[src/rtl/audio_pkg.sv]
// Shared encodings for the stereo DAC serializer: data formats and serializer states.
package audio_pkg;

    localparam logic [1:0] MODE_LJ  = 2'b00;
    localparam logic [1:0] MODE_I2S = 2'b01;
    localparam logic [1:0] MODE_RJ  = 2'b10;

    typedef enum logic [1:0] {
        IDLE,
        LEFT,
        RIGHT
    } tx_state_e;

    // The reserved encoding 2'b11 behaves as left-justified.
    function automatic logic [1:0] norm_mode(input logic [1:0] m);
        return (m == 2'b11) ? MODE_LJ : m;
    endfunction

endpackage

[src/rtl/sample_fifo.sv]
// Synchronous show-ahead FIFO of stereo frames with a registered ready and level.
module sample_fifo #(
    parameter int  WIDTH = 32,
    parameter int  DEPTH = 8,
    localparam int AW    = $clog2(DEPTH),
    localparam int LW    = AW + 1
) (
    input  logic             clk,
    input  logic             rst,
    input  logic             push,
    input  logic [WIDTH-1:0] wr_data,
    input  logic             pop,
    output logic [WIDTH-1:0] rd_data,
    output logic             empty,
    output logic             ready,
    output logic [LW-1:0]    level
);

    logic [WIDTH-1:0] mem_q [DEPTH];
    logic [AW-1:0]    wr_ptr_q, wr_ptr_d;
    logic [AW-1:0]    rd_ptr_q, rd_ptr_d;
    logic [LW-1:0]    level_q, level_d;
    logic             ready_q, ready_d;
    logic             do_push, do_pop;

    always_comb begin
        do_push  = push & ready_q;
        // Emptiness is judged on the stored level only, so a same-cycle push never feeds a pop.
        do_pop   = pop & (level_q != '0);
        wr_ptr_d = wr_ptr_q + AW'(do_push);
        rd_ptr_d = rd_ptr_q + AW'(do_pop);
        level_d  = level_q + LW'(do_push) - LW'(do_pop);
        ready_d  = (level_d != LW'(DEPTH));
    end

    always_ff @(posedge clk) begin
        if (rst) begin
            wr_ptr_q <= '0;
            rd_ptr_q <= '0;
            level_q  <= '0;
            ready_q  <= 1'b0;
        end else begin
            wr_ptr_q <= wr_ptr_d;
            rd_ptr_q <= rd_ptr_d;
            level_q  <= level_d;
            ready_q  <= ready_d;
        end
    end

    always_ff @(posedge clk) begin
        if (do_push) begin
            mem_q[wr_ptr_q] <= wr_data;
        end
    end

    assign rd_data = mem_q[rd_ptr_q];
    assign empty   = (level_q == '0);
    assign ready   = ready_q;
    assign level   = level_q;

endmodule

[src/rtl/audio_dac_tx.sv]
// Stereo DACDAT serializer (LJ / I2S / RJ) driven by codec-mastered BCLK and DACLRC.
//   state | meaning
//   IDLE  | waiting for the first left half-frame start, dacdat held low
//   LEFT  | shifting the left holding register
//   RIGHT | shifting the right holding register
module audio_dac_tx
    import audio_pkg::*;
#(
    parameter int  SAMPLE_W   = 16,
    parameter int  SLOT_W     = 32,
    parameter int  FIFO_DEPTH = 8,
    localparam int LW         = $clog2(FIFO_DEPTH) + 1
) (
    input  logic                clk50M,
    input  logic                rst,
    input  logic [1:0]          mode,
    input  logic                s_valid,
    output logic                s_ready,
    input  logic [SAMPLE_W-1:0] s_left,
    input  logic [SAMPLE_W-1:0] s_right,
    input  logic                bclk,
    input  logic                daclrc,
    output logic                dacdat,
    output logic                underrun,
    output logic [15:0]         underrun_cnt,
    output logic [LW-1:0]       fifo_level
);

    logic                  bclk_s1_q, bclk_s2_q, bclk_prev_q;
    logic                  lrc_s1_q, lrc_s2_q;
    logic                  lrc_prev_q, lrc_prev_d;
    logic                  lrc_seen_q, lrc_seen_d;
    tx_state_e             state_q, state_d;
    logic [5:0]            k_q, k_d;
    logic [1:0]            mode_q, mode_d, mode_live;
    logic [SAMPLE_W-1:0]   left_q, left_d, right_q, right_d;
    logic                  dacdat_q, dacdat_d;
    logic [15:0]           ur_cnt_q, ur_cnt_d;
    logic                  fall, lrc_left, half_start, frame_start;
    logic                  fifo_empty;
    logic [2*SAMPLE_W-1:0] fifo_rd_data;
    logic [SAMPLE_W-1:0]   word, shifted;
    logic                  bit_ok;
    int                    kk, sh;

    sample_fifo #(
        .WIDTH (2 * SAMPLE_W),
        .DEPTH (FIFO_DEPTH)
    ) u_fifo (
        .clk     (clk50M),
        .rst     (rst),
        .push    (s_valid),
        .wr_data ({s_left, s_right}),
        .pop     (frame_start),
        .rd_data (fifo_rd_data),
        .empty   (fifo_empty),
        .ready   (s_ready),
        .level   (fifo_level)
    );

    always_ff @(posedge clk50M) begin
        if (rst) begin
            bclk_s1_q   <= 1'b0;
            bclk_s2_q   <= 1'b0;
            bclk_prev_q <= 1'b0;
            lrc_s1_q    <= 1'b0;
            lrc_s2_q    <= 1'b0;
        end else begin
            bclk_s1_q   <= bclk;
            bclk_s2_q   <= bclk_s1_q;
            bclk_prev_q <= bclk_s2_q;
            lrc_s1_q    <= daclrc;
            lrc_s2_q    <= lrc_s1_q;
        end
    end

    always_comb begin
        fall        = bclk_prev_q & ~bclk_s2_q;
        mode_live   = norm_mode(mode);
        lrc_left    = (mode_live == MODE_I2S) ? ~lrc_s2_q : lrc_s2_q;
        // The first edge after reset only records the LRC level; it cannot start a half-frame.
        half_start  = fall & lrc_seen_q & (lrc_s2_q != lrc_prev_q);
        frame_start = half_start & lrc_left & ~rst;
    end

    always_comb begin
        state_d    = state_q;
        k_d        = k_q;
        mode_d     = mode_q;
        left_d     = left_q;
        right_d    = right_q;
        dacdat_d   = dacdat_q;
        lrc_prev_d = lrc_prev_q;
        lrc_seen_d = lrc_seen_q;
        word       = '0;
        shifted    = '0;
        bit_ok     = 1'b0;
        kk         = 0;
        sh         = 0;
        if (fall) begin
            lrc_prev_d = lrc_s2_q;
            lrc_seen_d = 1'b1;
            if (half_start) begin
                k_d = '0;
            end else if (k_q != 6'd63) begin
                k_d = k_q + 6'd1;
            end
            case (state_q)
                IDLE:    if (frame_start) state_d = LEFT;
                LEFT:    if (half_start)  state_d = RIGHT;
                RIGHT:   if (half_start)  state_d = LEFT;
                default: state_d = IDLE;
            endcase
            if (frame_start) begin
                mode_d  = mode_live;
                left_d  = fifo_empty ? '0 : fifo_rd_data[2*SAMPLE_W-1:SAMPLE_W];
                right_d = fifo_empty ? '0 : fifo_rd_data[SAMPLE_W-1:0];
            end
            // Bit selection uses the post-edge values so dacdat lands one cycle after detection.
            word = (state_d == RIGHT) ? right_d : left_d;
            kk   = int'(k_d);
            case (mode_d)
                MODE_I2S: begin
                    bit_ok = (kk >= 1) && (kk <= SAMPLE_W);
                    if (bit_ok) sh = SAMPLE_W - kk;
                end
                MODE_RJ: begin
                    bit_ok = (kk >= SLOT_W - SAMPLE_W) && (kk < SLOT_W);
                    if (bit_ok) sh = SLOT_W - 1 - kk;
                end
                default: begin
                    bit_ok = (kk < SAMPLE_W);
                    if (bit_ok) sh = SAMPLE_W - 1 - kk;
                end
            endcase
            shifted  = word >> sh;
            dacdat_d = (state_d != IDLE) & bit_ok & shifted[0];
        end
        underrun = frame_start & fifo_empty;
        ur_cnt_d = ur_cnt_q + 16'((underrun && (ur_cnt_q != 16'hFFFF)) ? 1 : 0);
    end

    always_ff @(posedge clk50M) begin
        if (rst) begin
            state_q    <= IDLE;
            k_q        <= '0;
            mode_q     <= MODE_LJ;
            left_q     <= '0;
            right_q    <= '0;
            dacdat_q   <= 1'b0;
            lrc_prev_q <= 1'b0;
            lrc_seen_q <= 1'b0;
            ur_cnt_q   <= '0;
        end else begin
            state_q    <= state_d;
            k_q        <= k_d;
            mode_q     <= mode_d;
            left_q     <= left_d;
            right_q    <= right_d;
            dacdat_q   <= dacdat_d;
            lrc_prev_q <= lrc_prev_d;
            lrc_seen_q <= lrc_seen_d;
            ur_cnt_q   <= ur_cnt_d;
        end
    end

    assign dacdat       = dacdat_q;
    assign underrun_cnt = ur_cnt_q;

endmodule
[config.mk]
export PLATFORM = sky130hd
export DESIGN_NAME = audio_dac_tx
export DESIGN_NICKNAME = d
export VERILOG_FILES = /design/src/rtl/audio_pkg.sv /design/src/rtl/sample_fifo.sv /design/src/rtl/audio_dac_tx.sv
export SDC_FILE = /design/constraint.sdc
export NUM_CORES = 1
export LEC_CHECK = 0
export ABC_AREA = 1
export CAP_MARGIN = 25
export CELL_PAD_IN_SITES_DETAIL_PLACEMENT = 1
export CELL_PAD_IN_SITES_GLOBAL_PLACEMENT = 1
export CORE_ASPECT_RATIO = 0.7
export CORE_MARGIN = 2
export CORE_UTILIZATION = 48
export DETAILED_ROUTE_END_ITERATION = 10
export GPL_TIMING_DRIVEN = 0
export PLACE_DENSITY = 0.79
export SKIP_CTS_REPAIR_TIMING = 1
export SLEW_MARGIN = 30
export SYNTH_ARGS = -nofsm -noshare
export SYNTH_HDL_FRONTEND = slang
export SYNTH_SLANG_ARGS = --single-unit
[constraint.sdc]
create_clock -name clk50M -period 3.5 [get_ports clk50M]
set_input_delay 0.875 -clock clk50M [delete_from_list [all_inputs] [get_ports clk50M]]
set_output_delay 0.875 -clock clk50M [all_outputs]
set_load 0.005 [all_outputs]
# After elaboration in Yosys (flattened, before gate mapping)
# Memory sizes are Yosys's and may differ from the RTL's. A register that Yosys moved wholly into a read port is not among the register bits.
# Cells that the tools add are included.
# Widths: inputs -> output; s select.
dict set report totals {
  reg_bits 77
  ram_bits 256
  output_inout_bits 23
  n_memories 1
  rom_bits 0
  latch_bits 0
}
dict set report classes {
  add_sub_neg 9
  reduce_logical 7
  n_mux 30
  mul 0
  div 0
  n_lt_le_gt_ge 5
  shift 1
  bitwise_logic 13
  n_eq_ne 11
}
# name depth word_bits rd rd_ports_with_merged_regs write_ports line
set mem_list {}
lappend mem_list {u_fifo.mem_q 8 32 1 1 1 sample_fifo.sv:19} ;# logic [WIDTH-1:0] mem_q [DEPTH];
# op n
set op_table {}
lappend op_table {{$mux 32} 4}
lappend op_table {{$mux 16} 7}
lappend op_table {{$pmux 32 s2} 1}
lappend op_table {{$shr 16x32->1} 1}
lappend op_table {{$mux 6} 3}
lappend op_table {{$add 16x1->16} 1}
lappend op_table {{$ne 16x16->1 const B} 1}
lappend op_table {{$mux 2} 7}
lappend op_table {{$sub 5x6->7 const A} 2}
lappend op_table {{$and 1x1->1} 10}
lappend op_table {{$eq 2x2->1 const B} 4}
lappend op_table {{$sub 4x6->7 const A} 1}
lappend op_table {{$add 3x1->3} 2}
lappend op_table {{$add 6x1->6 const B} 1}
lappend op_table {{$eq 2x1->1 const B} 3}
lappend op_table {{$ge 6x1->1 const B} 1}
lappend op_table {{$ge 6x5->1 const B} 1}
lappend op_table {{$le 6x5->1 const B} 1}
lappend op_table {{$lt 6x5->1 const B} 1}
lappend op_table {{$lt 6x6->1 const B} 1}
lappend op_table {{$ne 6x6->1 const B} 1}
lappend op_table {{$pmux 2 s3} 1}
lappend op_table {{$mux 1} 5}
lappend op_table {{$add 4x1->4} 1}
lappend op_table {{other kinds (11)} 15}

# Longest topological paths before layout
# Gate-level depths: netlist (run 1).
dict set report logic_depth {
  depth_word 13
  depth_mapped 25
  depth_no_buf 25
}

# Modules after synthesis
# From an unflattened synthesis (run 1), not the netlist that was laid out.
dict set report unflattened {
  cells_unflattened 1485
  area_unflattened_um2 14571.5
}
# module cells_each seq_area_each_um2 instances area_each_um2
set modules_own_cells {}
lappend modules_own_cells {sample_fifo 938 7907.6 1 10842.9}
lappend modules_own_cells {audio_dac_tx 547 1321.3 1 3728.6}

# Worst setup path before layout (run 1)
# Ideal clock, no wire load.
dict set report synth_path {
  kind {input port to flip-flop}
  from {input port mode[0]}
  to {register ur_cnt_q[11] (netlist: underrun_cnt[11])}
  stages 22
  t_required_ns 3.387
  slack_ns 0.211
  setup_ns 0.113
  arrival_ns 3.176
  cell_sequence {inv_1 nor2_1 inv_1 nand2_1 nand4_4 buf_1 nor2_1 o31a_1 ha_1 nand3_1 nor3_1 nand2_1 nor2_1 inv_1 nor2_1 inv_1 nor2_1 inv_1 nor2_1 nand2_1 nand2_1 nor2_1}
}
dict set report synth_via {
  elab_chain_len 10
}
# item line
set synth_rtl {}
lappend synth_rtl {{from (decl)} audio_dac_tx.sv:16} ;# input logic [1:0] mode,
lappend synth_rtl {{$eq 2x2->1} audio_pkg.sv:16} ;# return (m == 2'b11) ? MODE_LJ : m;
lappend synth_rtl {{$mux 2 *} audio_pkg.sv:16}
lappend synth_rtl {{$eq 2x1->1 *} audio_dac_tx.sv:80} ;# lrc_left = (mode_live == MODE_I2S) ? ~lrc_s2_q : lrc_s2_q;
lappend synth_rtl {{$mux 1 *} audio_dac_tx.sv:80}
lappend synth_rtl {{$and 1x1->1 * (2 in a row)} audio_dac_tx.sv:83} ;# frame_start = half_start & lrc_left & ~rst;
lappend synth_rtl {{$and 1x1->1 *} audio_dac_tx.sv:139} ;# underrun = frame_start & fifo_empty;
lappend synth_rtl {{net underrun} audio_dac_tx.sv:24} ;# output logic underrun,
lappend synth_rtl {{$logic_and 1x1->1 *} audio_dac_tx.sv:140} ;# ur_cnt_d = ur_cnt_q + 16'((underrun && (ur_cnt_q != 16'hFFFF)) ? 1 : 0);
lappend synth_rtl {{$mux 1 *} audio_dac_tx.sv:140}
lappend synth_rtl {{$add 16x1->16 *} audio_dac_tx.sv:140}
lappend synth_rtl {{to (signal assigned)} audio_dac_tx.sv:163} ;# ur_cnt_q <= ur_cnt_d;
lappend synth_rtl {{to (decl)} audio_dac_tx.sv:38} ;# logic [15:0] ur_cnt_q, ur_cnt_d;
# The timed path passes the listed nets; every way through them passes the cells marked *.
# A chain may end at the register's enable or synchronous reset.

# Worst setup path after layout (run 1)
dict set report layout_path {
  from {input port mode[0]}
  to {register ur_cnt_q[13] (netlist: underrun_cnt[13])}
}
dict set report layout_via {
  elab_chain_len 10
}
# item line
set layout_rtl {}
lappend layout_rtl {{$eq 2x2->1} audio_pkg.sv:16}
lappend layout_rtl {{$mux 2 *} audio_pkg.sv:16}
lappend layout_rtl {{$eq 2x1->1 *} audio_dac_tx.sv:80}
lappend layout_rtl {{$mux 1 *} audio_dac_tx.sv:80}
lappend layout_rtl {{$and 1x1->1 * (2 in a row)} audio_dac_tx.sv:83}
lappend layout_rtl {{$and 1x1->1 *} audio_dac_tx.sv:139}
lappend layout_rtl {{$logic_and 1x1->1 *} audio_dac_tx.sv:140}
lappend layout_rtl {{$mux 1 *} audio_dac_tx.sv:140}
lappend layout_rtl {{$add 16x1->16 *} audio_dac_tx.sv:140}
# Mark *: on every way between the ends. The rest lies on a longest branch, timed or not.

==> reports/qor.txt, run 1 <==
Status - completed
Switching Share - 23.3%
Clock power frac - 41.4%
Post-layout min period - 3.33 ns
CTS Buffer Depth - 3
Clock-pin slew on the worst setup and hold paths - 0.06 ns
Netlist cell types - 43
Flop pwr share - 50.9%
Fmax - 300 MHz
Hold Vio Cnt, Final - 0
Worst slack, placed - -1.23 ns
Die ar. - 0.0308 mm^2
Total length of routed wires - 43.1 mm
I/O Buffers - 61
Synthesis warning total - 0
Util after Layout - 58.5%
Area share of the largest cell type after synthesis - 54.5%
Yosys reg bits - 333
Skew final - 0.0245 ns
Peak supply drop - 0.474 mV
Gr usage total - 28.0%
Worst Hold Class - register to register
Crit Path Class - input port to register
Post-route cell area - 0.0169 mm^2
Cts bufs inserted - 34
Slew margin rel. - 42.4%
H-tree levels - 2
Final period utilization - 95.2%
Gate power share - 7.7%
Ports - 62
Max-cap viol count - 0
Worst-Skew Late Latency - 0.53 ns
Global route overflow - 0
Post-synth top flop - edfxtp_1
Synth top cells by count - edfxtp_1, nand2_1, nor2_1
Fraction of layout cells with a size suffix above 1 - 10.9%
Placed inst area - 0.0156 mm^2
Worst EP required - 3.96 ns
R2r endpoint - dacdat$_SDFFE_PP0N_
Initial antenna violation count - 0
Critical path's top delay family - simple AND/OR/NAND/NOR gates
Syn_area_per_cell - 10.3 um^2
Hold Startpoint - bclk_s1_q$_SDFF_PP0_
Power density over the cells - 515 mW/mm^2
Reg-to-reg startpoint - u_fifo.rd_ptr_q[1]$_SDFF_PP0_
Top-count cell post-synth - edfxtp_1
Chip Height - 147 um
Syn_nets - 1423
Sw power - 2030 uW
CP Cell Sequence - clkdlybuf4s50_1 > inv_1 > nor2_2 > inv_1 > nand2_1 > nand4_4 > buf_8 > nor2_4 > o31a_1 > ha_2 > nand3_2 > nor3_2 > nand2_1 > nor2_2 > inv_2 > nor2_2 > inv_1 > nor2_4 > inv_1 > nor2_4 > nand3_2 > a21oi_2
Flop2flop setup slack - 0.17 ns
Via count of the first global-routing pass - 11100
Synthesized area - 0.0141 mm^2
Post-DR vias/cell - 5.76
WHS Endpoint - bclk_s2_q$_SDFF_PP0_
Initial Util - 48.8%
CTS root buf - clkbuf_16
Number of inserted diodes - 0
Max-slew violations - 0
Total Power - 8700 uW
Most used cell, CP - inv_1
CP max stage cell - clkdlybuf4s50_1
Max incr delay on CP - 0.47 ns
Largest net degree at the start of global routing - 19
DP HPWL - 28.1 mm
TritonRoute pass-1 iters - 5
Sequential area share after synthesis - 65.4%
R2r worst-path depth - 17
1st-iter DRT viols - 876
Setup crit end kind - register
Layout area overhead - 19.8%
Post-route DRC - 0
Dominant cell type by area after synthesis - edfxtp_1
Nets - 1547
Routed length per instance - 22.8 um
Die W - 209 um
Cells on Worst Hold Path - 2
CP bufs+invs - 7
Via count - 10900
Gpl congestion - 0.853
FFs w/ async S/R, synth - 0%
Synth Instances - 1365
Clock Sinks - 333
Hold slack - 0.420 ns
Finish-stage setup viols - 0
CTS tree - built
Core area - 0.0289 mm^2
Arr. time, crit path - 3.80 ns
Worst Setup Slack, final - 0.167 ns
Final ANT Viol Nets - 0
Max FO, Critical Path - 4
P_leak - 0.00614 uW
Worst Tran Pin Value - 0.864 ns
P_int - 6670 uW
Std-Cell Rows - 52
Synth top area cells - edfxtp_1, dfxtp_1, nand2_1, nor2_1, o21ai_0
Startpoint Class - input port
Post-synth EDFFs - 256
First-pass GRT wire length - 65.3 mm
==> cell type report <==
cell class / instances / area, um^2
fillers: 3067 / 12000
inverters: 86 / 323
well taps: 378 / 473
clock inverters: 13 / 125
plain buffers: 66 / 313
repair buffers: 89 / 1100
multi-input cells: 879 / 4390
flip-flops and latches: 333 / 9230
clock buffers: 48 / 946
==> kinds of logic after synthesis <==
| family | share of synthesized area (%) |
|---|---|
| muxes | 0.0710 |
| adders and majority gates | 1.74 |
| xor gates and xnor gates | 0.311 |
| buffers and inverters | 4.39 |
| DFF | 65.4 |
| and+or+nand+nor | 17.6 |
| AOI/OAI and AO/OA | 10.5 |
==> worst max-delay path by stage <==
stage                                    end  depth (start not counted)  slack (ns)    start
6_report         underrun_cnt[13]$_SDFF_PP0_                         22        0.17  mode[0]
5_1_grt          underrun_cnt[13]$_SDFF_PP0_                         22       -0.08  mode[0]
4_1_cts          underrun_cnt[13]$_SDFF_PP0_                         22       -0.69  mode[0]
3_5_place_dp     underrun_cnt[13]$_SDFF_PP0_                         22       -1.23  mode[0]
3_3_place_gp   u_fifo.mem_q[0][20]$_DFFE_PP_                          4       -1.73  s_valid
2_1_floorplan    underrun_cnt[11]$_SDFF_PP0_                         22        0.21  mode[0]
==> layout by cell type (no fill, tap or decap), drive strengths merged <==
cell	n
ha	18
clkdlybuf4s50	60
o21bai	1
a22oi	8
buf	51
nor3	4
or2	5
nand2	262
nor4	1
xor2	1
clkinv	7
o2111ai	1
nand4	6
xnor2	4
mux2i	1
o31a	1
nor2	253
bufinv	2
clkinvlp	1
o21ai	166
edfxtp	256
clkbuf	91
a31oi	2
o22ai	2
o32ai	28
nand3b	1
dlymetal6s2s	1
inv	89
fa	1
o21a	1
a211oi	1
nand3	59
dfxtp	77
a21oi	52
==> flip-flops by register name, indices dropped and copies added, names as in the netlist <==
| name | count |
|---|---|
| lrc_s1_q | 1 |
| u_fifo.ready | 1 |
| lrc_seen_q | 1 |
| bclk_s2_q | 1 |
| lrc_s2_q | 1 |
| underrun_cnt | 16 |
| bclk_s1_q | 1 |
| left_q | 16 |
| lrc_prev_q | 1 |
| mode_q | 2 |
| u_fifo.mem_q | 256 |
| right_q | 16 |
| u_fifo.wr_ptr_q | 3 |
| u_fifo.level | 4 |
| u_fifo.rd_ptr_q | 3 |
| k_q | 6 |
| dacdat | 1 |
| bclk_prev_q | 1 |
| state_q | 2 |
==> power groups by stage <==
stage | logic (uW) | registers, uW | clock network, uW
after floorplan | 299 | 4500 | 0
after global placement | 535 | 4510 | 0
after detailed placement | 638 | 4510 | 0
after CTS | 658 | 4430 | 3630
after global routing | 724 | 4440 | 3790
final | 669 | 4430 | 3600
==> worst register-to-register path: cells and delay by family (launching register included) <==
family | cells | cell delay (ns)
buffers and inverters | 3 | 1.35
AND/OR/NAND/NOR | 10 | 0.89
AO/OA/AOI/OAI | 4 | 0.67
flip-flops | 1 | 0.36
==> layer usage <==
layer | up-vias | share of wire (%) | GRT usage, %
li1 | 4958 | - | -
met4 | 0 | 2.4 | 8.75
met5 | - | 0 | 0
met2 | 406 | 48 | 45.6
met3 | 84 | 6.7 | 4.44
met1 | 5443 | 43 | 39.0
==> stage by stage <==
stage / setup TNS (ns) / cells
final: 0 / 1892
after global routing: -0.249 / 1892
after CTS: -3.81 / 1880
after detailed placement: -11.11 / 1819
after global placement: -401.88 / 1804
after floorplan: 0 / 1365
Note: power is estimated with default switching activity, not from simulation.
==> run 2: changes to the inputs <==
SLEW_MARGIN = 10   (was 30)
==> reports/qor.txt, run 2 (synthesis gave the netlist of run 1 again) <==
Status - completed
TritonRoute pass-1 iters - 7 (+2)
Gr usage total - 27.6% (-0.46 points)
Fmax - 297 MHz (-0.93%)
I/O Buffers - 61 (unchanged)
CP max stage cell - clkbuf_1
Final period utilization - 96.1% (+0.90 points)
Most common cell after layout, fill and taps aside - edfxtp_1
Routed length per instance - 22.3 um (-2.3%)
DP HPWL - 27.1 mm (-3.6%)
Flop2flop setup slack - 0.14 ns (-0.03 ns)
Layout area overhead - 19.0%
Fraction of layout cells with a size suffix above 1 - 10.3% (-0.55 points)
Worst-Skew Late Latency - 0.55 ns (+0.02 ns)
Nets - 1539 (-0.52%)
Hold slack - 0.393 ns (-0.0278 ns)
Hold Startpoint - lrc_s1_q$_SDFF_PP0_
Most used cell, CP - nand2_1
Max-cap viol count - 0 (unchanged)
Metal2 WL - 19.8 mm (-3.6%)
1st-iter DRT viols - 956 (+9.1%)
Max incr delay on CP - 0.73 ns (+0.26 ns)
Skew final - 0.0317 ns (+0.00719 ns)
Power density over the cells - 532 mW/mm^2 (+3.4%)
Crit Path Class - register to register
Wl on met1 - 18.7 mm (about the same)
Die ar. - 0.0308 mm^2 (unchanged)
Worst Hold Class - register to register
Most frequent cells in the layout - edfxtp_1, nand2_1, nor2_1
Clock-pin slew on the worst setup and hold paths - 0.06 ns (about the same)
Final ANT Viol Nets - 0 (unchanged)
Arr. time, crit path - 3.84 ns (+0.04 ns)
Via count of the first global-routing pass - 11200 (+0.063%)
Slew margin rel. - 39.6% (-2.8 points)
CP bufs+invs - 3 (-4)
Total length of routed wires - 42.0 mm (-2.6%)
R2r worst-path depth - 17 (unchanged)
Largest net degree at the start of global routing - 22 (+3)
Chip Height - 147 um (unchanged)
Via count - 10700 (-1.8%)
Met3 wire length - 2.59 mm (-9.9%)
Core area - 0.0289 mm^2 (unchanged)
Setup crit end kind - register
First-pass GRT wire length - 64.6 mm (-1.1%)
Die W - 209 um (unchanged)
Ports - 62 (unchanged)
H-tree levels - 2 (unchanged)
Cells on Worst Hold Path - 2 (unchanged)
Gate power share - 6.9% (-0.8 points)
Largest register FFs - 256 (unchanged)
Hold Vio Cnt, Final - 0 (unchanged)
Post-DR vias/cell - 5.67 (-1.5%)
Initial antenna violation count - 0 (unchanged)
Number of inserted diodes - 0 (unchanged)
R2r endpoint - dacdat$_SDFFE_PP0N_
CP startpoint - u_fifo.rd_ptr_q[1]$_SDFF_PP0_
CTS root buf - clkbuf_16
Sw power - 2030 uW (about the same)
Clock power frac - 43.5% (+2.1 points)
Worst Tran Pin Value - 0.906 ns (+0.0416 ns)
CTS tree - built
Critical path's top delay family - buffers and inverters
Startpoint Class - register
Reg-to-reg startpoint - u_fifo.rd_ptr_q[1]$_SDFF_PP0_
P_int - 6900 uW (+3.5%)
Clock Sinks - 333 (unchanged)
CP Cell Sequence - buf_2 > buf_2 > clkbuf_1 > o21ai_0 > o32ai_1 > nand2_1 > nand2_1 > a22oi_1 > nand2_1 > nand2_1 > nand2_1 > nand3_1 > nand3_1 > nand3_1 > nand2_1 > nand2_1 > a21oi_2
Post-route DRC - 0 (unchanged)
Worst EP required - 3.97 ns (about the same)
Util after Layout - 58.1% (-0.41 points)
Cts bufs inserted - 35 (+2.9%)
Post-layout min period - 3.36 ns (+0.0314 ns)
Max-slew violations - 0 (unchanged)
Initial Util - 48.8% (unchanged)
Finish-stage setup viols - 0 (unchanged)
Gpl congestion - 0.853 (unchanged)
Flop pwr share - 49.6% (-1.3 points)
Std-Cell Rows - 52 (unchanged)
Max FO, Critical Path - 10 (+6)
Peak supply drop - 0.350 mV (-26%)
Global route overflow - 0 (unchanged)
Fill cell count - 3087 (+0.65%)
P_leak - 0.00610 uW (-0.59%)
DR top layer - met4
Switching Share - 22.7% (-0.62 points)
Most flops, register - u_fifo.mem_q
WHS Endpoint - lrc_s2_q$_SDFF_PP0_
CTS Buffer Depth - 3 (unchanged)
-- run 2: stage by stage --
stage / setup TNS (ns) / cells / instance area [um^2] / setup slack [ns] / total power (uW)
final: 0 / 1886 / 16800 / 0.136 / 8930
after global routing: -0.155 / 1886 / 16800 / -0.0635 / 9190
after CTS: -4.23 / 1877 / 16600 / -0.792 / 8970
after detailed placement: -11.07 / 1813 / 15400 / -1.23 / 5110
after global placement: -401.88 / 1804 / 15200 / -1.73 / 5050
after floorplan: 0 / 1365 / 14100 / 0.211 / 4800
-- run 2: cell type report --
cell class	count	area [um^2]	share of cell area, %
well taps	378	473	2.82
repair buffers	80	883	5.26
inverters	86	323	1.92
multi-input cells	879	4380	26.1
plain buffers	66	304	1.81
clock buffers	45	955	5.69
flip-flops and latches	333	9230	55.0
clock inverters	19	233	1.39
-- run 2: worst max-delay path by stage --
stage / cells past startpoint / slack, ns / to
3_3_place_gp: 4 / -1.73 / u_fifo.mem_q[0][20]$_DFFE_PP_
5_1_grt: 22 / -0.06 / underrun_cnt[13]$_SDFF_PP0_
2_1_floorplan: 22 / 0.21 / underrun_cnt[11]$_SDFF_PP0_
3_5_place_dp: 22 / -1.23 / underrun_cnt[13]$_SDFF_PP0_
6_report: 17 / 0.14 / dacdat$_SDFFE_PP0N_
4_1_cts: 22 / -0.79 / underrun_cnt[13]$_SDFF_PP0_
-- run 2: metal layers --
layer  track usage (%)  vias to the layer above
li1                  -                     4931
met1              38.6                     5355
met2              44.9                      342
met3              3.99                       67
met4              8.75                        0
met5                 0                        -
-- run 2: power by group through the flow --
stage,logic (uW),registers (uW),clock network (uW)
after floorplan,299,4500,0
after global placement,535,4510,0
after detailed placement,602,4510,0
after CTS,612,4430,3930
after global routing,678,4430,4080
final,617,4430,3890
-- run 2: worst min-delay path: stages, from the launching register on --
cell	delay (ns)
dfxtp_1	0.29
inv_1	0.04
nor2_1	0.03
==> run 3: changes to the inputs <==
CORE_UTILIZATION = 33   (was 48)
PLACE_DENSITY = 0.58   (was 0.79)
==> reports/qor.txt, run 3 (synthesis gave the netlist of run 1 again) <==
Status - completed
Routed length per instance - 20.4 um (-8.5%)
Power density over the cells - 518 mW/mm^2 (-2.8%)
Gpl congestion - 0.800 (-6.3%)
Total length of routed wires - 42.1 mm (+0.20%)
Worst slack, placed - -1.16 ns (+0.0659 ns)
Via count - 10400 (-3.2%)
Final ANT Viol Nets - 0 (unchanged)
Std-Cell Rows - 63 (+21%)
TritonRoute pass-1 iters - 4 (-3)
Cts bufs inserted - 36 (+2.9%)
Hold Vio Cnt, Final - 0 (unchanged)
Sequential cell area - 0.00923 mm^2 (unchanged)
Gr usage total - 19.2% (-8.4 points)
Worst Tran Pin Value - 0.884 ns (-0.0218 ns)
First-pass GRT wire length - 64.4 mm (-0.24%)
Via count of the first global-routing pass - 10700 (-4.2%)
Max-slew violations - 0 (unchanged)
Reg-to-reg startpoint - bclk_s2_q$_SDFF_PP0_
Largest register FFs - 256 (unchanged)
CTS tree - built
Initial Util - 33.4% (-15 points)
Finish-stage setup viols - 0 (unchanged)
Post-DR vias/cell - 5.01 (-12%)
Core area - 0.0423 mm^2 (+46%)
R2r worst-path depth - 20 (+3)
Ports - 62 (unchanged)
Worst EP required - 2.62 ns (-1.35 ns)
WHS Endpoint - bclk_s2_q$_SDFF_PP0_
Startpoint Class - input port
CTS Buffer Depth - 3 (unchanged)
Peak supply drop - 0.317 mV (-9.6%)
Final period utilization - 95.8% (-0.31 points)
Worst-Skew Late Latency - 0.54 ns (about the same)
Placed inst area - 0.0157 mm^2 (+1.9%)
Crit Path Class - input port to output port
Flop2flop setup slack - 0.31 ns (+0.17 ns)
H-tree levels - 2 (unchanged)
DP HPWL - 28.7 mm (+6.0%)
Worst Hold Class - register to register
Fraction of layout cells with a size suffix above 1 - 10.4% (+0.025 points)
R2r endpoint - u_fifo.ready$_SDFF_PP0_
Worst Setup Slack, final - 0.146 ns (+0.0109 ns)
Fill cell count - 4693 (+52%)
CTS root buf - clkbuf_16
Post-route DRC - 0 (unchanged)
Setup_tns - 0 ns (unchanged)
Skew final - 0.0224 ns (-0.00924 ns)
Post-route cell area - 0.0170 mm^2 (+1.5%)
Gr busiest metal - met2
Most flops, register - u_fifo.mem_q
Clock Sinks - 333 (unchanged)
P_leak - 0.00610 uW (about the same)
Initial antenna violation count - 0 (unchanged)
Chip Height - 177 um (+20%)
Number of inserted diodes - 0 (unchanged)
Slew margin rel. - 40.9% (+1.3 points)
Arr. time, crit path - 2.48 ns (-1.36 ns)
Met1 Use GR - 28.5% (-10 points)
Max FO, Critical Path - 10 (unchanged)
Hold Startpoint - bclk_s1_q$_SDFF_PP0_
Die ar. - 0.0444 mm^2 (+44%)
GRT met3 Usage - 2.88% (-1.1 points)
Met2 Track Usage GR - 29.7% (-15 points)
Setup crit end kind - output port
Most frequent cells in the layout - edfxtp_1, nand2_1, nor2_1
Fmax - 298 MHz (+0.32%)
Largest net degree at the start of global routing - 20 (-9.1%)
Total Power - 8820 uW (-1.3%)
1st-iter DRT viols - 692 (-28%)
Max-cap viol count - 0 (unchanged)
Cells on Worst Hold Path - 2 (unchanged)
Footprint of the multi-input gates - 0.00437 mm^2 (-0.26%)
Most common cell after layout, fill and taps aside - edfxtp_1
Global route overflow - 0 (unchanged)
Nets - 1544 (+0.32%)
Clock-pin slew on the worst setup and hold paths - 0.06 ns (about the same)
I/O Buffers - 61 (unchanged)
Post-layout min period - 3.35 ns (-0.0109 ns)
Die W - 251 um (+20%)
Layout area overhead - 20.8%
## run 3: changes by cell type in the layout (fill, tap and decap cells not counted), moves of 2 or more
cell / delta
buf_12: -2
buf_16: +4
buf_8: +2
bufinv_16: -2
clkbuf_8: -2
## run 3: per-layer routing
layer	part of all wire [%]	wire [um]
met5	0	0
met4	1.5	611
met3	4.1	1750
met2	44	18500
met1	51	21300
## run 3: final cells by class
class | count | area share, %
inverters | 86 | 1.89
well taps | 552 | 4.05
multi-input cells | 879 | 25.6
plain buffers | 67 | 1.90
flip-flops and latches | 333 | 54.2
clock buffers | 46 | 5.63
repair buffers | 83 | 5.63
clock inverters | 20 | 1.07
## run 3: worst max path at each step
stage,startpoint,to,slack [ns],depth (start not counted)
2_1_floorplan,mode[0],underrun_cnt[11]$_SDFF_PP0_,0.21,22
5_1_grt,mode[0],underrun_cnt[11]$_SDFF_PP0_,-0.02,23
3_3_place_gp,s_valid,u_fifo.mem_q[4][3]$_DFFE_PP_,-1.87,4
6_report,mode[0],underrun,0.15,9
4_1_cts,mode[0],underrun_cnt[11]$_SDFF_PP0_,-0.63,23
3_5_place_dp,mode[0],underrun_cnt[13]$_SDFF_PP0_,-1.16,22
## run 3: power breakdown
group          switching, uW  internal, uW  leakage (uW)
sequential              39.1          4380       0.00293
combinational            412           227       0.00262
clock                   1580          2170      0.000545
total                   2030          6780       0.00610
## run 3: metrics by stage
step	utilization [%]	instances	hold WS, ns
after floorplan	-	1365	0.388
after global placement	36.5	1978	0.394
after detailed placement	37.2	1989	0.402
after CTS	39.9	2055	0.411
after global routing	40.3	2066	0.428
final	40.3	2066	0.408
## run 3: critical path, cell delays in order
cell and delay [ns]:
clkdlybuf4s50_1 0.47, inv_1 0.06, nor2_2 0.09, inv_1 0.07, nand2_2 0.07, nand4_4 0.08
buf_8 0.17, nor2_4 0.08, clkdlybuf4s50_1 0.50
